==> src/rtl/mips_datapath_pkg.sv <==
// Shared definitions for the single-cycle MIPS datapath: ALU operation
// encodings, primary opcodes, register-file geometry and reset PC default.
package mips_datapath_pkg;

  typedef enum logic [2:0] {
    ALU_AND = 3'b000,
    ALU_OR  = 3'b001,
    ALU_ADD = 3'b010,
    ALU_SUB = 3'b110,
    ALU_SLT = 3'b111
  } alu_op_e;

  localparam logic [5:0] OP_RTYPE = 6'h00;
  localparam logic [5:0] OP_J     = 6'h02;
  localparam logic [5:0] OP_BEQ   = 6'h04;
  localparam logic [5:0] OP_ADDI  = 6'h08;
  localparam logic [5:0] OP_LW    = 6'h23;
  localparam logic [5:0] OP_SW    = 6'h2b;

  localparam int NREGS = 32;
  localparam logic [31:0] DEFAULT_RESET_PC = 32'h0000_0000;

  // Sign-extend a 16-bit immediate to a full word.
  function automatic logic [31:0] sign_extend16(input logic [15:0] imm);
    return {{16{imm[15]}}, imm};
  endfunction

endpackage

==> src/rtl/mips_datapath_if.sv <==
// Bus bundle between the controller/memories (master) and the datapath
// (slave). There is no handshake: every signal is a plain level that is
// valid for the whole clock cycle. The master holds controls, instr and
// readdata stable through the rising edge; the slave's outputs are pure
// combinational functions of those levels plus the current PC/registers.
interface mips_datapath_if;
  import mips_datapath_pkg::*;

  logic        memtoreg;
  logic        pcsrc;
  logic        alusrc;
  logic        regdst;
  logic        regwrite;
  logic        jump;
  logic [2:0]  alucontrol;
  logic [31:0] instr;
  logic [31:0] readdata;
  logic [31:0] pc;
  logic [31:0] aluout;
  logic [31:0] writedata;
  logic [5:0]  op;
  logic [5:0]  funct;
  logic        zero;

  modport master (
    output memtoreg, pcsrc, alusrc, regdst, regwrite, jump, alucontrol,
    output instr, readdata,
    input  pc, aluout, writedata, op, funct, zero
  );

  modport slave (
    input  memtoreg, pcsrc, alusrc, regdst, regwrite, jump, alucontrol,
    input  instr, readdata,
    output pc, aluout, writedata, op, funct, zero
  );

endinterface

==> src/rtl/mips_regfile.sv <==
// 32x32 register file: two combinational read ports, one synchronous write
// port, synchronous reset, r0 hardwired to zero. Reads return the value held
// before the current edge; a same-cycle write becomes visible next cycle.
module mips_regfile
  import mips_datapath_pkg::*;
(
  input  logic        clk,
  input  logic        reset,
  input  logic [4:0]  ra1,
  input  logic [4:0]  ra2,
  output logic [31:0] rd1,
  output logic [31:0] rd2,
  input  logic        we3,
  input  logic [4:0]  wa3,
  input  logic [31:0] wd3
);

  logic [31:0] regs [NREGS];

  // Clear everything on reset; otherwise commit one write, never to r0.
  always_ff @(posedge clk) begin
    if (reset) begin
      for (int i = 0; i < NREGS; i++) begin
        regs[i] <= 32'd0;
      end
    end else if (we3 && (wa3 != 5'd0)) begin
      regs[wa3] <= wd3;
    end
  end

  // Combinational reads with r0 forced to zero.
  always_comb begin
    rd1 = (ra1 == 5'd0) ? 32'd0 : regs[ra1];
    rd2 = (ra2 == 5'd0) ? 32'd0 : regs[ra2];
  end

endmodule

==> src/rtl/mips_datapath.sv <==
// Single-cycle MIPS datapath: PC register, next-PC selection (jump, branch,
// sequential), sign extension, ALU and writeback muxing around the register
// file. Decoded controls come in from the controller; op/funct/zero go back.
module mips_datapath
  import mips_datapath_pkg::*;
#(
  parameter logic [31:0] RESET_PC = DEFAULT_RESET_PC
) (
  input  logic           clk,
  input  logic           reset,
  mips_datapath_if.slave dp
);

  logic [31:0] pc_q;
  logic [31:0] pcplus4;
  logic [31:0] pcbranch;
  logic [31:0] pcjump;
  logic [31:0] pcnext;
  logic [31:0] signimm;
  logic [31:0] srca;
  logic [31:0] rtval;
  logic [31:0] srcb;
  logic [31:0] aluresult;
  logic [31:0] result;
  logic [4:0]  writereg;

  // PC register; reset restarts execution at RESET_PC.
  always_ff @(posedge clk) begin
    if (reset) begin
      pc_q <= RESET_PC;
    end else begin
      pc_q <= pcnext;
    end
  end

  // Next-PC candidates and selection: jump beats branch beats sequential.
  // pc + 4 wraps silently at the top of the address space.
  always_comb begin
    signimm  = sign_extend16(dp.instr[15:0]);
    pcplus4  = pc_q + 32'd4;
    pcbranch = pcplus4 + {signimm[29:0], 2'b00};
    pcjump   = {pcplus4[31:28], dp.instr[25:0], 2'b00};
    pcnext   = pcplus4;
    if (dp.jump) begin
      pcnext = pcjump;
    end else if (dp.pcsrc) begin
      pcnext = pcbranch;
    end
  end

  mips_regfile u_regfile (
    .clk   (clk),
    .reset (reset),
    .ra1   (dp.instr[25:21]),
    .ra2   (dp.instr[20:16]),
    .rd1   (srca),
    .rd2   (rtval),
    .we3   (dp.regwrite),
    .wa3   (writereg),
    .wd3   (result)
  );

  // ALU: wrapping add/sub, bitwise ops, signed set-less-than; unused codes give 0.
  always_comb begin
    srcb      = dp.alusrc ? signimm : rtval;
    aluresult = 32'd0;
    case (dp.alucontrol)
      ALU_ADD: aluresult = srca + srcb;
      ALU_SUB: aluresult = srca - srcb;
      ALU_AND: aluresult = srca & srcb;
      ALU_OR:  aluresult = srca | srcb;
      ALU_SLT: aluresult = {31'd0, ($signed(srca) < $signed(srcb))};
      default: aluresult = 32'd0;
    endcase
  end

  // Writeback destination and data selection.
  always_comb begin
    writereg = dp.regdst ? dp.instr[15:11] : dp.instr[20:16];
    result   = dp.memtoreg ? dp.readdata : aluresult;
  end

  // Outputs back to the controller and the memories.
  always_comb begin
    dp.pc        = pc_q;
    dp.aluout    = aluresult;
    dp.zero      = (aluresult == 32'd0);
    dp.writedata = rtval;
    dp.op        = dp.instr[31:26];
    dp.funct     = dp.instr[5:0];
  end

endmodule

==> src/flat_wrapper.sv <==
// flat-port wrapper written by rule: the top's interface ports become plain ports
module mips_datapath_flat import mips_datapath_pkg::*;
#(
  parameter logic [31:0] RESET_PC = DEFAULT_RESET_PC
)
  (clk, reset, dp_memtoreg, dp_pcsrc, dp_alusrc, dp_regdst, dp_regwrite, dp_jump, dp_alucontrol, dp_instr, dp_readdata, dp_pc, dp_aluout, dp_writedata, dp_op, dp_funct, dp_zero);
  mips_datapath_if dp_i ();
  input  logic clk;
  input  logic reset;
  input wire logic [$bits(dp_i.memtoreg)-1:0] dp_memtoreg;
  input wire logic [$bits(dp_i.pcsrc)-1:0] dp_pcsrc;
  input wire logic [$bits(dp_i.alusrc)-1:0] dp_alusrc;
  input wire logic [$bits(dp_i.regdst)-1:0] dp_regdst;
  input wire logic [$bits(dp_i.regwrite)-1:0] dp_regwrite;
  input wire logic [$bits(dp_i.jump)-1:0] dp_jump;
  input wire logic [$bits(dp_i.alucontrol)-1:0] dp_alucontrol;
  input wire logic [$bits(dp_i.instr)-1:0] dp_instr;
  input wire logic [$bits(dp_i.readdata)-1:0] dp_readdata;
  output wire logic [$bits(dp_i.pc)-1:0] dp_pc;
  output wire logic [$bits(dp_i.aluout)-1:0] dp_aluout;
  output wire logic [$bits(dp_i.writedata)-1:0] dp_writedata;
  output wire logic [$bits(dp_i.op)-1:0] dp_op;
  output wire logic [$bits(dp_i.funct)-1:0] dp_funct;
  output wire logic [$bits(dp_i.zero)-1:0] dp_zero;
  assign dp_i.memtoreg = dp_memtoreg;
  assign dp_i.pcsrc = dp_pcsrc;
  assign dp_i.alusrc = dp_alusrc;
  assign dp_i.regdst = dp_regdst;
  assign dp_i.regwrite = dp_regwrite;
  assign dp_i.jump = dp_jump;
  assign dp_i.alucontrol = dp_alucontrol;
  assign dp_i.instr = dp_instr;
  assign dp_i.readdata = dp_readdata;
  assign dp_pc = dp_i.pc;
  assign dp_aluout = dp_i.aluout;
  assign dp_writedata = dp_i.writedata;
  assign dp_op = dp_i.op;
  assign dp_funct = dp_i.funct;
  assign dp_zero = dp_i.zero;
  mips_datapath #(.RESET_PC(RESET_PC)) u_core (.clk(clk), .reset(reset), .dp(dp_i));
endmodule
==> config.mk <==
export PLATFORM = sky130hd
export DESIGN_NAME = mips_datapath_flat
export DESIGN_NICKNAME = d
export VERILOG_FILES = /design/src/rtl/mips_datapath_pkg.sv /design/src/rtl/mips_datapath_if.sv /design/src/rtl/mips_regfile.sv /design/src/rtl/mips_datapath.sv /design/src/flat_wrapper.sv
export SDC_FILE = /design/constraint.sdc
export NUM_CORES = 2
export LEC_CHECK = 0
export CAP_MARGIN = 10
export CORE_MARGIN = 2
export CORE_UTILIZATION = 45
export DETAILED_ROUTE_END_ITERATION = 12
export GPL_TIMING_DRIVEN = 1
export PLACE_DENSITY = 0.68
export SETUP_SLACK_MARGIN = 0.02
export SLEW_MARGIN = 20
export SYNTH_ARGS = -nofsm -noshare
export SYNTH_HDL_FRONTEND = slang
export SYNTH_SLANG_ARGS = --single-unit
==> constraint.sdc <==
create_clock -name clk -period 15.15 [get_ports clk]
set_input_delay 3.7875 -clock clk [delete_from_list [all_inputs] [get_ports clk]]
set_output_delay 3.7875 -clock clk [all_outputs]
set_load 0.05 [all_outputs]
==> results.txt <==
- Final clock skew: 0.0419 ns
- The first global-routing pass estimated 292,000 um of wire.
- Number of synthesized flops with an enable pin: 1,024
- Crit share post-route: 94.1%
- Counting instances, the worst hold path has a depth of 3.
- After filler insertion, the fill cell instance count of the layout stands at 11.1k.
- Number of synthesis warnings: 0
* Met2 Resource Use GR: 45.3%
* Width of the die: 372 um
- The count of nets left with antenna violations once routing finished came out at 0.
- Most common flop cell mapped by yosys: sky130_fd_sc_hd__edfxtp_1
* Number of setup buffers added after CTS: 0
- Tmin final: 14.26 ns
- Layout Utilization: 51.3%
* Clock transition at the registers of the reported paths: 0.06 ns
- Source of the worst hold timing path: u_core.dp.pc[31]$_SDFF_PP0_
- Wirelength per Cell: 31.6 um
- The region available for standard cell placement spans 134,000 sq um.
- Pins over their slew limit: 0
* TritonCTS clock tree: built
- After synthesis, flip-flops and latches occupy 51.5% of the total area.
- Routability-driven placement finished with a final weighted congestion of 0.946.
- The die is 372 um tall.
- The area growth from synthesis to layout is 12.7%.
- STA classifies the critical path startpoint as a primary input.
* CP arrival: 10.47 ns
- The die covers 138,000 sq um.
* Drc violations: 0
- CTS built an H-tree with a depth of 3.
- In the global route stage, overall resource usage came out at 29.4%.
* Port Buf Inserts: 169
- Number of standard cells in the layout, taps in and fillers out: 6,443
* Post-synth top area share: 50.5%
* Met3 Usage GRT: 6.74%
- The startpoint identified for the worst register-to-register timing path is u_core.u_regfile.regs[27][8]$_SDFFCE_PN0P_.
- The initial antenna violation count is 1.
- The flow ran to the end, and the final reports show no timing, DRC or antenna violations.
- The number of clock buffers added by TritonCTS is 107.
* Top post-synthesis cells by count: sky130_fd_sc_hd__nor2_1, sky130_fd_sc_hd__edfxtp_1, sky130_fd_sc_hd__mux4_2
- Max Fanout on Critical Path: 59
* Kind of critical path: in2out
* Library cells used by synthesis: 94
* Layout net count: 4,799
- In this run, placement finished with an instance count of 6,236.
* Worst rel slew slack: 22.0%
* Share of flip-flops with an asynchronous set or reset: 0%
- Half-perimeter wire length of the detailed placement result: 122,000 um
* Dominant cell type by area after synthesis: sky130_fd_sc_hd__edfxtp_1
- Post-Syn Area per Cell: 13.3 sq um
- The cell count after synthesis came out at 4,574.
* # hold bufs at CTS: 0
- In this run, the number of DRC markers left after iteration 0 of detailed routing was 6,678.
* End point of the worst hold path: u_core.dp.pc[31]$_SDFF_PP0_
* Unrepaired setup endpoints after global routing: false
- The total count of hold-check failures in the final report is 0.
- By instance count, the leading cell after synthesis is sky130_fd_sc_hd__nor2_1.
- PwrDens: 113 nW/um^2
- The tool flagged a number of max-cap violations equal to 0.
- In this run, post-CTS repair resized a total of 0 instances.
- The analysis attributes to cell leakage a power of 24.0 nW.
- The clock reaches the later pin of the worst-skew pair after 0.75 ns.
- Timing would allow up to 70.1 MHz.
- Setup ws final: 0.893 ns
- Path depth of the worst reg2reg path: 18
- Total standard cell area after synthesis: 60,900 sq um
- Before antenna repair, the detailed router went through 5 iterations.
- Entering global routing, the biggest net connects 102 pins.
- CTS Root Cell: sky130_fd_sc_hd__clkbuf_16
- The routed layout has 42.6k vias.
- Total negative slack for setup checks: 0 ns
- Most congested layer reported by global routing: met2
* Count of standard-cell rows: 134
- Leading post-synthesis cells by cell area: sky130_fd_sc_hd__edfxtp_1, sky130_fd_sc_hd__mux4_2, sky130_fd_sc_hd__nor2_1
- 184 I/O pins were placed.
- Final routed wirelength across all metal layers: 203,000 um
* Total gr overflow: 0
- CP Data Required Time: 11.36 ns
- In the global route stage, met1 resource usage came out at 39.6%.
- Share of post-route cells with drive strength above 1: 24.1%
- Setup violations remaining at the end of the flow were counted as 0.
* Ratio of routed vias to standard cells: 6.60
* Register-to-Register Setup Slack: 8.69 ns
- The worst hold path belongs to the class reg2reg.
* Buffer levels on the longest clock path: 3
- For the pin with the worst max-slew slack, the measured transition is 1.14 ns.
* Number of clock sinks: 1,054
- The number of global-route vias before repair is 41.6k.
* Worst reg2reg path endpoint: u_core.u_regfile.regs[31][29]$_SDFFCE_PN0P_
- Effective utilization at floorplan: 45.5%
* Endpoint class of the critical path: primary output
* Worst setup slack after placement: 0.937 ns
- Worst vdd rail ir drop: 0.100 mV
- Number of synthesized register bits: 1,054
cells in the final DEF (no fill, tap or decap), drive strengths merged, types with 133 or more instances in the layout:
master / instances
nand2: 202
a21oi: 141
buf: 158
clkdlybuf4s50: 154
clkbuf: 136
nor2: 1134
inv: 136
ha: 133
edfxtp: 1024
mux4: 640
flip-flops by register name (all words and copies together) (netlist names):
signal / flops
u_core.u_regfile.regs: 1024
u_core.dp.pc: 30
worst max path at each step:
stage,startpoint,endpoint,slack (ns),depth (start not counted)
after global placement,dp_instr[16],dp_zero,0.96,22
after global routing,dp_instr[16],dp_zero,0.41,22
after floorplan,dp_instr[16],dp_zero,0.77,22
after detailed placement,dp_instr[16],dp_zero,0.94,21
final,dp_instr[16],dp_aluout[31],0.89,19
after CTS,dp_instr[16],dp_zero,0.91,22
final cells by class:
class / count / area [sq um] / area share [%]
flip-flops and latches: 1054 / 31400 / 45.7
multi-input cells: 2977 / 27900 / 40.6
repair buffers: 315 / 3270 / 4.76
clock buffers: 133 / 2780 / 4.05
well taps: 1768 / 2210 / 3.22
clock inverters: 62 / 618 / 0.901
inverters: 133 / 504 / 0.735
diodes: 1 / 2.50 / 0.00365
per-layer routing:
layer  wire length (um)  vias to the layer above
met1              72200                    21500
li1                   -                    17300
met2              93900                     3311
met4              11100                        0
met3              26100                      510
met5                  0                        -
where the power goes:
part	total, mW	internal (mW)	switching [mW]
Clock	2.63	1.47	1.16
Combinational	1.74	0.651	1.09
Sequential	3.38	3.31	0.0630
cell families after synthesis:
| kind of cell | Yosys count | synth area share, % |
|---|---|---|
| DFF | 1054 | 51.5 |
| muxes | 733 | 25.3 |
| other | 1 | 0.00616 |
| AOI/OAI and AO/OA | 455 | 4.96 |
| and+or+nand+nor | 1542 | 10.5 |
| adders and majority gates | 136 | 2.83 |
| xor gates and xnor gates | 77 | 1.12 |
| buffers and inverters | 576 | 3.76 |
critical path, stage by stage:
cell,delay (ns)
sky130_fd_sc_hd__buf_8,0.54
sky130_fd_sc_hd__buf_12,0.31
sky130_fd_sc_hd__mux4_2,0.53
sky130_fd_sc_hd__mux4_2,0.46
sky130_fd_sc_hd__mux2i_1,0.37
sky130_fd_sc_hd__nor2_1,0.12
sky130_fd_sc_hd__mux2i_1,0.53
sky130_fd_sc_hd__ha_1,0.41
sky130_fd_sc_hd__nand2b_1,0.22
sky130_fd_sc_hd__nor3_1,0.20
sky130_fd_sc_hd__o21a_1,0.21
sky130_fd_sc_hd__o21bai_2,0.16
sky130_fd_sc_hd__a211oi_1,0.52
sky130_fd_sc_hd__o221a_2,0.30
sky130_fd_sc_hd__o311ai_0,0.13
sky130_fd_sc_hd__a22oi_1,0.28
sky130_fd_sc_hd__xor2_1,0.13
sky130_fd_sc_hd__o22ai_2,0.27
sky130_fd_sc_hd__clkdlybuf4s50_1,0.87
metrics by stage:
stage	area (sq um)	hold slack, ns	power (mW)
floorplan	61000	0.885	4.56
detailed placement	64900	0.643	5.12
finish	68600	0.651	7.74
CTS	68300	0.660	7.70
global placement	64900	0.623	5.10
global route	68600	0.706	7.96
Note: power is estimated with default switching activity, not from simulation.
